--- src/rtl/clock_bcd_timekeeper_pkg.sv ---
// Shared types, field moduli and BCD helpers for the HH:MM:SS timekeeper.
//   SEC_MOD / MIN_MOD / HOUR_MOD : modulus of each time field
//   bcd_t                        : one BCD digit
//   bcd2_t                       : tens/ones BCD digit pair
//   bcd2bin / bcd2_valid         : convert and range-check a BCD pair
package clock_bcd_timekeeper_pkg;

   localparam int SEC_MOD  = 60;
   localparam int MIN_MOD  = 60;
   localparam int HOUR_MOD = 24;

   typedef logic [3:0] bcd_t;
   typedef logic [7:0] bcd2_t;

   // Binary value of a BCD pair. Non-decimal digits give a meaningless
   // value, so callers must qualify the result with bcd2_valid.
   function automatic logic [6:0] bcd2bin(input bcd2_t v);
      return ({3'b000, v[7:4]} * 7'd10) + {3'b000, v[3:0]};
   endfunction

   function automatic logic bcd2_valid(input bcd2_t v);
      return (v[7:4] <= 4'd9) && (v[3:0] <= 4'd9);
   endfunction

endpackage

--- src/rtl/clock_bcd_timekeeper_bcd_mod_counter.sv ---
// Two-digit BCD counter modulo MOD (MOD <= 100).
//   clk_i    : system clock
//   reset_i  : synchronous active-high reset, clears both digits
//   inc_i    : advance by one this cycle
//   tens_o   : tens digit
//   ones_o   : ones digit
//   wrap_o   : combinational, high in the cycle inc_i advances MOD-1 -> 0
module clock_bcd_timekeeper_bcd_mod_counter
   import clock_bcd_timekeeper_pkg::*;
#(
   parameter int MOD = 60
) (
   input  logic clk_i,
   input  logic reset_i,
   input  logic inc_i,
   output bcd_t tens_o,
   output bcd_t ones_o,
   output logic wrap_o
);

   localparam bcd_t MAX_TENS = bcd_t'((MOD - 1) / 10);
   localparam bcd_t MAX_ONES = bcd_t'((MOD - 1) % 10);

   bcd_t tens_q, tens_d;
   bcd_t ones_q, ones_d;
   logic at_max;

   assign at_max = (tens_q == MAX_TENS) && (ones_q == MAX_ONES);
   assign wrap_o = inc_i && at_max;

   always_comb begin
      tens_d = tens_q;
      ones_d = ones_q;
      if (inc_i) begin
         if (at_max) begin
            tens_d = '0;
            ones_d = '0;
         end else if (ones_q == 4'd9) begin
            tens_d = tens_q + 4'd1;
            ones_d = '0;
         end else begin
            ones_d = ones_q + 4'd1;
         end
      end
   end

   always_ff @(posedge clk_i) begin
      if (reset_i) begin
         tens_q <= '0;
         ones_q <= '0;
      end else begin
         tens_q <= tens_d;
         ones_q <= ones_d;
      end
   end

   assign tens_o = tens_q;
   assign ones_o = ones_q;

endmodule

--- src/rtl/clock_bcd_timekeeper.sv ---
// HH:MM:SS timekeeper with BCD digit outputs, set mode, 12/24-hour display,
// day-wrap pulse and HH:MM alarm match. Single clock domain; the 1 Hz tick
// is a clock enable derived from a prescaler.
//   clk, reset                   : system clock, synchronous active-high reset
//   settime                      : 1 = set mode (tick frozen, per-field increments)
//   upsec / upmin / uphour       : set-mode increment buttons, rising edge acts
//   mode12                       : 1 = 12-hour display mapping
//   alarm_en, alarm_hour/min     : alarm enable and BCD alarm time (24-h)
//   out{sec,min,hour}{MSB,LSB}   : BCD display digits
//   pm                           : internal hour >= 12
//   day_wrap                     : one-cycle pulse on 23:59:59 -> 00:00:00
//   alarm_match                  : one-cycle pulse when time reaches alarm HH:MM:00
module clock_bcd_timekeeper
   import clock_bcd_timekeeper_pkg::*;
#(
   parameter int TICK_DIV = 100_000_000
) (
   input  logic       clk,
   input  logic       reset,
   input  logic       settime,
   input  logic       upsec,
   input  logic       upmin,
   input  logic       uphour,
   input  logic       mode12,
   input  logic       alarm_en,
   input  logic [7:0] alarm_hour,
   input  logic [7:0] alarm_min,
   output logic [3:0] outsecMSB,
   output logic [3:0] outsecLSB,
   output logic [3:0] outminMSB,
   output logic [3:0] outminLSB,
   output logic [3:0] outhourMSB,
   output logic [3:0] outhourLSB,
   output logic       pm,
   output logic       day_wrap,
   output logic       alarm_match
);

   localparam int                TICK_W    = $clog2(TICK_DIV + 1);
   localparam logic [TICK_W-1:0] TICK_LAST = TICK_W'(TICK_DIV - 1);

   logic [TICK_W-1:0] presc_q, presc_d;
   logic              tick;
   logic [2:0]        up_q, up_lvl, up_rise;
   logic              sec_inc, min_inc, hour_inc;
   logic              sec_wrap, min_wrap, hour_wrap;
   bcd_t              sec_t, sec_o, min_t, min_o, hr_t, hr_o;
   bcd_t              disp_t, disp_o;
   logic [6:0]        hour_bin, min_bin, al_hour_bin, al_min_bin;
   logic [10:0]       cur_mins, next_mins, al_mins;
   logic              al_ok;
   logic              day_wrap_q, day_wrap_d;
   logic              alarm_match_q, alarm_match_d;

   // Prescaler: frozen at 0 in set mode so the first tick after leaving
   // set mode arrives a full TICK_DIV cycles later.
   assign tick = !settime && (presc_q == TICK_LAST);

   always_comb begin
      presc_d = '0;
      if (!settime && !tick) presc_d = presc_q + TICK_W'(1);
   end

   // Edge registers reset to 1 so a button held through reset is not
   // seen as a press.
   assign up_lvl  = {uphour, upmin, upsec};
   assign up_rise = up_lvl & ~up_q;

   // In set mode each field follows its own button and carries are dropped.
   assign sec_inc  = settime ? up_rise[0] : tick;
   assign min_inc  = settime ? up_rise[1] : sec_wrap;
   assign hour_inc = settime ? up_rise[2] : min_wrap;

   clock_bcd_timekeeper_bcd_mod_counter #(.MOD(SEC_MOD)) u_sec (
      .clk_i   (clk),
      .reset_i (reset),
      .inc_i   (sec_inc),
      .tens_o  (sec_t),
      .ones_o  (sec_o),
      .wrap_o  (sec_wrap)
   );

   clock_bcd_timekeeper_bcd_mod_counter #(.MOD(MIN_MOD)) u_min (
      .clk_i   (clk),
      .reset_i (reset),
      .inc_i   (min_inc),
      .tens_o  (min_t),
      .ones_o  (min_o),
      .wrap_o  (min_wrap)
   );

   clock_bcd_timekeeper_bcd_mod_counter #(.MOD(HOUR_MOD)) u_hour (
      .clk_i   (clk),
      .reset_i (reset),
      .inc_i   (hour_inc),
      .tens_o  (hr_t),
      .ones_o  (hr_o),
      .wrap_o  (hour_wrap)
   );

   // Alarm: a run-mode seconds wrap lands on HH:MM:00 of the *next* minute,
   // so compare the alarm against the current minute-of-day plus one.
   assign hour_bin    = bcd2bin({hr_t, hr_o});
   assign min_bin     = bcd2bin({min_t, min_o});
   assign al_hour_bin = bcd2bin(alarm_hour);
   assign al_min_bin  = bcd2bin(alarm_min);
   assign cur_mins    = (11'(hour_bin) * 11'd60) + 11'(min_bin);
   assign next_mins   = (cur_mins == 11'd1439) ? 11'd0 : cur_mins + 11'd1;
   assign al_mins     = (11'(al_hour_bin) * 11'd60) + 11'(al_min_bin);
   assign al_ok       = bcd2_valid(alarm_hour) && bcd2_valid(alarm_min) &&
                        (al_hour_bin < 7'd24) && (al_min_bin < 7'd60);

   assign alarm_match_d = alarm_en && al_ok && !settime && sec_wrap &&
                          (next_mins == al_mins);
   assign day_wrap_d    = !settime && hour_wrap;

   always_ff @(posedge clk) begin
      if (reset) begin
         presc_q       <= '0;
         up_q          <= 3'b111;
         day_wrap_q    <= 1'b0;
         alarm_match_q <= 1'b0;
      end else begin
         presc_q       <= presc_d;
         up_q          <= up_lvl;
         day_wrap_q    <= day_wrap_d;
         alarm_match_q <= alarm_match_d;
      end
   end

   // 12-hour mapping done directly on BCD digits:
   // 00 -> 12, 13..19 -> 1..7, 20..21 -> 8..9, 22..23 -> 10..11.
   always_comb begin
      disp_t = hr_t;
      disp_o = hr_o;
      if (mode12) begin
         if (hr_t == 4'd0 && hr_o == 4'd0) begin
            disp_t = 4'd1;
            disp_o = 4'd2;
         end else if (hr_t == 4'd1 && hr_o >= 4'd3) begin
            disp_t = 4'd0;
            disp_o = hr_o - 4'd2;
         end else if (hr_t == 4'd2 && hr_o <= 4'd1) begin
            disp_t = 4'd0;
            disp_o = hr_o + 4'd8;
         end else if (hr_t == 4'd2) begin
            disp_t = 4'd1;
            disp_o = hr_o - 4'd2;
         end
      end
   end

   assign outsecMSB   = sec_t;
   assign outsecLSB   = sec_o;
   assign outminMSB   = min_t;
   assign outminLSB   = min_o;
   assign outhourMSB  = disp_t;
   assign outhourLSB  = disp_o;
   assign pm          = (hr_t == 4'd2) || (hr_t == 4'd1 && hr_o >= 4'd2);
   assign day_wrap    = day_wrap_q;
   assign alarm_match = alarm_match_q;

endmodule

--- config.mk ---
export PLATFORM = sky130hd
export DESIGN_NAME = clock_bcd_timekeeper
export DESIGN_NICKNAME = d
export VERILOG_FILES = /design/src/rtl/clock_bcd_timekeeper_pkg.sv /design/src/rtl/clock_bcd_timekeeper_bcd_mod_counter.sv /design/src/rtl/clock_bcd_timekeeper.sv
export SDC_FILE = /design/constraint.sdc
export NUM_CORES = 1
export LEC_CHECK = 0
export CORE_ASPECT_RATIO = 1.2
export CORE_MARGIN = 3
export CORE_UTILIZATION = 40
export DETAILED_ROUTE_END_ITERATION = 16
export SYNTH_ARGS = -nofsm -noshare
export SYNTH_HDL_FRONTEND = slang
export SYNTH_HIERARCHICAL = 1
export SYNTH_SLANG_ARGS = --single-unit
--- constraint.sdc ---
create_clock -name clk -period 9 [get_ports clk]
set_input_delay 1.8 -clock clk [delete_from_list [all_inputs] [get_ports clk]]
set_output_delay 1.8 -clock clk [all_outputs]
set_load 0.01 [all_outputs]
==> metrics.md <==
| Metric | Value |
|---|---|
| Hold path endpoint | `presc_q[0]` |
| Post-synth ARST share | `0%` |
| Routability Congestion | `around 0.85` |
| Count of input and output buffers | `50` |
| Fin crit share | `roughly 74%` |
| Commonest cells in the synthesized netlist | `ha_1, nor2_1, dfxtp_1, inv_1, xnor2_1` |
| DRC errors left | `0` |
| Hold path start | `presc_q[0]` |
| Num rows | `47` |
| Die area | `0.0157 mm^2` |
| DR WL/cell | `between 10 and 15 um` |
| R2R setup slack | `between 3 and 4 ns` |
| Final HPWL DP | `9.73 mm` |
| Crit path DAT | `about 7 ns` |
| Pin count of the biggest net entering global routing | `27` |
| Final setup violation count | `0` |
| Clock latency on the worst-skew pair | `between 0.3 and 0.4 ns` |
| Final hold viol count | `0` |
| Crit. End Element | `register` |
| Largest cells by area after synthesis | `dfxtp_1, ha_1, fa_1, xnor2_1, xor2_1` |
| Initial antenna violation count | `0` |
| Via-per-instance ratio | `roughly 5.3` |
| Yosys cell types | `70` |
| Antenna diodes | `0` |
| Total Wirelength | `roughly 12 mm` |
| R2r endpoint | `alarm_match` |
| Pins Over Slew Limit | `0` |
| CP Data Required Time | `roughly 9.2 ns` |
| RSZ-0062 raised after global routing | `false` |
| Die Span Y | `about 140 um` |
| Top-count cell post-synth | `ha_1` |
| Final net count | `between 800 and 900` |
| Clk slew on worst S/H paths | `~0.080 ns` |
| Critical-path maximum fanout | `4` |
| Maximum clock path buffer count | `2` |
| First-pass GRT wire length | `20.0 mm` |
| Synth Flop Type | `dfxtp_1` |
| Relative slew slack | `just over 40%` |
| Highest clock rate | `between 100 and 150 MHz` |
| EDFF count, synth | `0` |
| Number of buffers created by CTS | `5` |
| H-tree depth | `2` |
| Final non-filler cell total | `between 800 and 900` |
| Multi-input gate area | `0.00430 mm^2` |
| Setup TNS | `0 ns` |
| Vias in the first global route | `around 4600` |
| Sequential share of the synthesized area | `19.7%` |
| Layout cells sized above 1 | `4.69%` |
| CTS tree | `yes` |
| Net Count, Synth | `slightly below 800` |
| Final Skew | `between 0.015 and 0.02 ns` |
| Layout area overhead | `14.1%` |
| Cell area after synthesis | `0.00570 mm^2` |
| DRT Pass-1 Iters | `4` |
| Total chip power | `roughly 1.2 mW` |
| Starting Density | `41.1%` |
| Worst min-delay path class | `reg -> reg` |
| Mean Syn Cell Area | `about 8.7 um^2` |
| Antenna viol nets, final | `0` |
| Syn. warnings | `6` |
| GRT overflow | `0` |
| Cell count after placement | `around 870` |
| Hold buffers post-CTS | `0` |
| Leak | `between 2 and 3 nW` |
| Core ar. | `~0.014 mm^2` |
| Max-Cap Viols | `0` |
| R2R cell count | `20` |
| R2R Path Start | `u_hour/tens_o[0]` |
| Drt first-iter violations | `approximately 250` |
| Worst slew pin tran | `0.875 ns` |
| TritonCTS Sinks | `56` |
| Min Tclk post-route | `6.67 ns` |
| Clk root buf | `clkbuf_16` |
| Register bit total from synthesis | `56` |
| Crit start category | `input pin` |
| VDD IR max | `0.218 mV` |
| Total global-route track usage | `between 10% and 20%` |
| Hold Path Depth | `1` |
| Cell Pwr Density | `185 mW/mm^2` |
| Register area | `0.00112 mm^2` |
| Yosys top cell by area | `dfxtp_1` |
| Post-Synthesis Cells | `655` |
| Post_cts resized | `0` |
| Postcts setup bufs | `0` |
| # IOs | `51` |
| Filler cells | `1340` |
| Die span in x | `around 110 um` |
| CP Class | `in -> reg` |
| Area share of the largest cell type after synthesis | `around a fifth` |
| Via count | `about 4700` |
| Status | `finished clean` |
## routing by layer
metal | vias to the layer above | routed length [um] | global-route usage, %
li1 | 2375 | - | -
met1 | 2200 | 5290 | 18.1
met2 | 73 | 6090 | 28.0
met3 | 17 | 341 | 2.48
met4 | 0 | 248 | 4.57
met5 | - | 0 | 0
## through the flow
step	setup slack (ns)	instance area, um^2	util, %	hold slack, ns
after CTS	2.33	6510	46.9	0.482
after floorplan	2.89	5700	-	0.430
after global routing	1.94	6510	46.9	0.510
after global placement	2.18	6350	45.8	0.451
final	2.33	6510	46.9	0.481
after detailed placement	2.00	6350	45.8	0.466
## cells by family after synthesis
logic type      after synthesis  share of synthesized area, %
simple gates                223                          21.0
compound gates              118                          13.9
fa+ha+maj                   102                          25.9
xor+xnor                     87                          14.2
buf+inv                      67                          4.89
flops                        56                          19.7
mux                           2                         0.351
## worst max-delay path by stage
stage / endpoint / start / slack (ns) / depth (start not counted)
6_report: alarm_match / alarm_hour[6] / 2.33 / 19
5_1_grt: alarm_match / alarm_hour[6] / 1.94 / 19
4_1_cts: alarm_match / alarm_hour[6] / 2.33 / 19
3_5_place_dp: alarm_match / alarm_hour[6] / 2.00 / 19
3_3_place_gp: alarm_match / alarm_hour[6] / 2.18 / 18
2_1_floorplan: alarm_match / alarm_hour[4] / 2.89 / 17
## area by class of cell
class / instances / area share [%]
clock buffers: 5 / 1.92
clock inverters: 3 / 0.404
inverters: 56 / 3.23
multi-input cells: 532 / 66.1
flip-flops and latches: 56 / 17.2
well taps: 171 / 3.29
repair buffers: 51 / 7.81
## critical path, cell delays in order
cell and delay [ns]:
clkdlybuf4s50_1 0.53, ha_1 0.25, ha_1 0.35, xor2_1 0.40, inv_1 0.17, fa_1 0.52
fa_1 0.51, inv_1 0.04, ha_1 0.32, xnor2_1 0.14, ha_1 0.31, o21a_1 0.15
a21oi_1 0.07, nor3_1 0.24, xnor2_1 0.18, a311oi_2 0.31, nand3_1 0.12, a211o_1 0.31
a211oi_2 0.19
## sequential cells by signal, summed over array words and instances (netlist names)
name / cells
u_min/ones_o: 4
u_sec/tens_o: 4
alarm_match: 1
u_min/tens_o: 4
presc_q: 27
u_sec/ones_o: 4
u_hour/tens_o: 4
up_q: 3
day_wrap: 1
u_hour/ones_o: 4
## power by group
group	switching [mW]	internal (mW)
registers	0.00260	0.250
logic	0.392	0.358
clock network	0.0976	0.105
total	0.493	0.713
## cells in the final DEF (no fill, tap or decap), types with 3 or more instances in the layout
cell type and count:
ha_1 74, nor2_1 61, inv_1 56, dfxtp_1 56, clkdlybuf4s50_1 50, xnor2_1 46, nand2_1 41, xor2_1 37
a21oi_1 35, nand3_1 28, fa_1 27, o21ai_0 19, nor3_1 9, or3_1 9, nand4_1 9, a21o_1 9
nand2b_1 8, and3_1 8, a211oi_1 7, o31ai_1 6, nand3b_1 6, or2_2 5, o21bai_1 5, clkbuf_16 5
and2_1 4, or4_1 4, nor2b_1 4, nor4_1 3, and3b_1 3, o21a_1 3, a211o_1 3, xnor3_1 3
o211ai_1 3, nand4b_1 3
(Power assumes the default switching activity.)
==> RTL change 1 (same settings) <==
`TICK_DIV`: 100_000_000 -> 400_000_000.
--- a/src/rtl/clock_bcd_timekeeper.sv
+++ b/src/rtl/clock_bcd_timekeeper.sv
@@ -15,3 +15,3 @@
 #(
-   parameter int TICK_DIV = 100_000_000
+   parameter int TICK_DIV = 400_000_000
 ) (
Formal check against the unedited RTL: same outputs for any inputs over 10 cycles, from zero or initial values and one cycle with reset high; that may be too few to reach the edited logic, so the function may still have changed.
==> RTL change 1 against the original RTL <==
Routed wire length shrank 3.7%. Area after synthesis shrank 0.29%. Combinational power shrank 12%. Power grew 5.0%. First-iteration DRC count shrank 49%. Design area grew 2.1%. Setup slack gained 160 ps. Core utilization grew 0.99 points. Via count shrank 2.5%. Sequential cell count grew 2.
==> RTL change 1: results (changes against the original RTL) <==
stage,metric,value,unit,change
outcome,status,"finished, final reports clean",,
synthesis,Yosys cell types,64,,-8.6%
detailed_routing,DRT Pass-1 Iters,5,,+1
final_layout,fraction of layout cells with a size suffix above 1,0.0495,,+0.00256
power,Peak supply drop,0.000155,V,-29%
clock_network,CTS Buf Count,9,,+4
clock_network,H-tree depth,3,,+1
final_layout,fill count,1342,,+0.15%
synthesis,Syn Area/Cell,8.72,sq um,+0.17%
global_route,largest net degree at the start of global routing,30,,+11%
placed_design,dpl cells,862,,-0.46%
sta,worst-margin pin slew,1030,ps,+150 ps
synthesis,commonest cells in the synthesized netlist,"ha_1, nor2_1, dfxtp_1, inv_1, xnor2_1",,
power,LEAKAGE,2.84,nW,+1.4%
global_route,vias in the first global route,4532,,-2.5%
critical_path,r2r setup slk,3420,ps,+30 ps
clock_network,Skew-Pair Late Insertion Delay,330,ps,+20 ps
sta,Max Clock Skew,7.35,ps,-11.4 ps
detailed_routing,DRC violation total after the first TritonRoute iteration,130,,-49%
power,Net Sw Frac,0.378,,-0.0307
placed_design,hpwl dp,9.20,mm,-5.5%
global_route,first-pass GRT wire length,19.9,mm,-0.52%
detailed_routing,vias post-DR,4549,,-2.5%
synthesis,sequential share of the synthesized area,0.204,,+0.00760
sta,worst hold slack,463,ps,-18.8 ps
synthesis,ranking of synthesized cells by area,"dfxtp_1, ha_1, fa_1",,
global_route,total track usage,0.154,,+0.00136
clock_network,Clock Pin Slew Worst Setup and Hold Paths,60,ps,-20 ps
critical_path,Reg-to-Reg Start,u_hour/tens_o[2],,
==> RTL change 1: cell count changes in the layout (fill, tap and decap cells not counted), moves of 4 or more <==
| cell | before | now |
|---|---|---|
| o21bai_1 | 5 | 9 |
| xnor2_1 | 46 | 53 |
| nor2_1 | 61 | 66 |
| clkbuf_16 | 5 | 9 |
| a21oi_1 | 35 | 30 |
| nand2_1 | 41 | 36 |
==> RTL change 1: worst reg2reg max path, stage by stage (launching register included) <==
cell,delay (ps)
dfxtp_1,510
ha_1,320
ha_1,340
xnor2_1,330
inv_1,90
fa_1,490
inv_1,50
fa_1,530
inv_1,40
ha_1,340
xnor2_1,150
ha_1,320
o21ai_0,90
o21ba_2,220
nor4b_2,260
xnor3_1,490
and3_1,190
or3_1,360
a2111oi_2,350
==> RTL change 1: through the flow <==
stage / setup WS (ps) / power (W)
final: 2490 / 0.00127
after global routing: 2190 / 0.00136
after CTS: 2460 / 0.00128
after detailed placement: 2110 / 0.000925
after global placement: 2230 / 0.000912
after floorplan: 2950 / 0.000807
==> RTL change 1: layout make-up <==
class | instances | area share
clock buffers | 11 | 0.0365
clock inverters | 5 | 0.00942
inverters | 54 | 0.0305
multi-input cells | 527 | 0.639
flip-flops and latches | 58 | 0.175
well taps | 171 | 0.0322
repair buffers | 52 | 0.0776
==> RTL change 1: cells by family after synthesis <==
family	after synthesis	synth area share
muxes	1	0.00176
xor gates and xnor gates	95	0.153
adders and majority gates	102	0.260
AOI/OAI and AO/OA	113	0.131
and+or+nand+nor	216	0.201
DFF	58	0.204
buffers and inverters	67	0.0491
==> RTL change 1: power groups by stage <==
stage	sequential, W	clock (W)	combinational, W
floorplan	0.000267	0	0.000540
global placement	0.000267	0	0.000645
detailed placement	0.000267	0	0.000658
CTS	0.000261	0.000357	0.000662
global route	0.000262	0.000366	0.000731
finish	0.000261	0.000347	0.000658
==> RTL change 1: worst max path at each step <==
stage	slack, ps	end	start
4_1_cts	2460	alarm_match	alarm_hour[6]
5_1_grt	2190	alarm_match	alarm_hour[6]
6_report	2490	alarm_match	alarm_hour[6]
2_1_floorplan	2950	alarm_match	alarm_hour[4]
3_5_place_dp	2110	alarm_match	alarm_hour[6]
3_3_place_gp	2230	alarm_match	alarm_hour[6]
==> RTL change 1: per-layer routing <==
layer | vias up | track usage | part of all wire
met5 | - | 0 | 0
met4 | 0 | 0.0581 | 0.023
met3 | 20 | 0.0265 | 0.027
met2 | 48 | 0.272 | 0.49
met1 | 2115 | 0.186 | 0.45
li1 | 2366 | - | -
==> RTL change 2 (same flow settings) <==
Without the edit above. Reset style: asynchronous (`reset` and `reset_i`), changed in 2 clocked blocks. Comments in the files are not updated.
--- a/src/rtl/clock_bcd_timekeeper_bcd_mod_counter.sv
+++ b/src/rtl/clock_bcd_timekeeper_bcd_mod_counter.sv
@@ -46,3 +46,3 @@
 
-   always_ff @(posedge clk_i) begin
+   always_ff @(posedge clk_i or posedge reset_i) begin
       if (reset_i) begin
--- a/src/rtl/clock_bcd_timekeeper.sv
+++ b/src/rtl/clock_bcd_timekeeper.sv
@@ -116,3 +116,3 @@
 
-   always_ff @(posedge clk) begin
+   always_ff @(posedge clk or posedge reset) begin
       if (reset) begin
Behaviour: differs if reset is asserted again (counterexample within 4 cycles, from zero or initial values and one cycle with reset high); with reset held inactive, the same outputs for 10 cycles.
==> RTL change 2 against the original RTL <==
Design area up 3.4%. Hold slack better by 34 ps. Cell count decreased by 1.4%. Critical path depth shrank 1. Sequential cell count did not move. Routed wire length increased by 4.7%. Non-clock buffer count increased by 1. Area after synthesis is 3.1% higher. Setup slack better by 310 ps.
Power is not shown: default switching activity piles up to over one toggle a cycle in this logic, so the estimate is an artifact.
==> RTL change 2: results (changes against the original RTL) <==
stage,metric,value,unit,change
outcome,status,"finished, final reports clean",,
final_layout,FF/Latch Area,0.00141,sq mm,+25%
final_layout,Inverters,60,,+7.1%
global_route,initial antenna violation count,0,,unchanged
placed_design,dpl cells,854,,-1.4%
detailed_routing,met2 wire length,6.55,mm,+7.5%
final_layout,# clk buffers,6,,+1
synthesis,ranking of synthesized cells by area,"dfrtp_1, ha_1, fa_1",,
final_layout,Nets,815,,-1.5%
detailed_routing,DRC violation total after the first TritonRoute iteration,256,,+0.79%
global_route,first-pass GRT wire length,21.8,mm,+9.3%
critical_path,Worst EP arrival,6560,ps,-350 ps
sta,Max Clock Skew,11.3,ps,-7.44 ps
synthesis,Post-Syn Nets,766,,-1.8%
placed_design,Placed Area,0.00657,sq mm,+3.4%
final_layout,fill count,1356,,+1.2%
synthesis,fraction of registers with async set/reset,1.00,,+1.00
synthesis,sequential share of the synthesized area,0.239,,+0.0425
final_layout,Clock buf/inv share,0.0234,,+0.000164
placed_design,pre-CTS setup slack,2330,ps,+329 ps
detailed_routing,vias post-DR,4659,,-0.13%
final_layout,fraction of area in multi-input gates,0.626,,-0.0353
critical_path,"Max stage delay cell, worst path",clkdlybuf4s50_1,,
detailed_routing,met1 wire length,5.44,mm,+2.8%
final_layout,non-clock buffer count,52,,+2.0%
clock_network,CTS max path bufs,2,,unchanged
final_layout,Finished Layout Cells,862,,-1.4%
final_layout,fraction of layout cells with a size suffix above 1,0.0492,,+0.00226
critical_path,Worst Setup SP,alarm_hour[6],,
synthesis,Main synth FF type,dfrtp_1,,
global_route,largest net degree at the start of global routing,31,,+15%
global_route,total track usage,0.160,,+0.00754
global_route,met3 Use GR,0.0227,,-0.00207
sta,Max Fclk,157,MHz,+4.9%
critical_path,r2r setup slk,3580,ps,+190 ps
synthesis,commonest cells in the synthesized netlist,"ha_1, inv_1, nor2_1, dfrtp_1, xnor2_1",,
critical_path,Critical path destination,alarm_match,,
final_layout,area grow syn2layout,14.5,%,
floorplanning,Chip Width,117,um,+1.4%
global_route,routing usage on met1,0.194,,+0.0131
critical_path,Worst R2R Path Depth,17,,-15%
placed_design,routability cong.,0.866,,+1.4%
placed_design,hpwl dp,10.2,mm,+4.9%
final_layout,Non-clock buffer share,0.0766,,-0.00145
sta,worst-margin pin slew,1040,ps,+163 ps
detailed_routing,DRT Pass-1 Iters,5,,+1
detailed_routing,met3 wire length,423,um,+24%
final_layout,comb_multi_in,515,,-3.2%
-- RTL change 2: worst min-delay path by stage --
stage,from,to,cells past startpoint,slack [ps]
6_report,presc_q[0],presc_q[0],1,520
2_1_floorplan,presc_q[0],presc_q[0],1,470
3_5_place_dp,presc_q[0],presc_q[0],1,510
3_3_place_gp,presc_q[0],presc_q[0],1,510
4_1_cts,presc_q[0],presc_q[0],1,520
5_1_grt,presc_q[0],presc_q[0],1,550
-- RTL change 2: kinds of logic after synthesis --
| family | Yosys count | share of synthesized area |
|---|---|---|
| buffers and inverters | 70 | 0.0464 |
| adder cells (fa/ha/maj) | 102 | 0.251 |
| AO/OA/AOI/OAI | 115 | 0.132 |
| XOR/XNOR | 89 | 0.135 |
| flip-flops | 56 | 0.239 |
| multiplexers | 6 | 0.0102 |
| AND/OR/NAND/NOR | 203 | 0.186 |
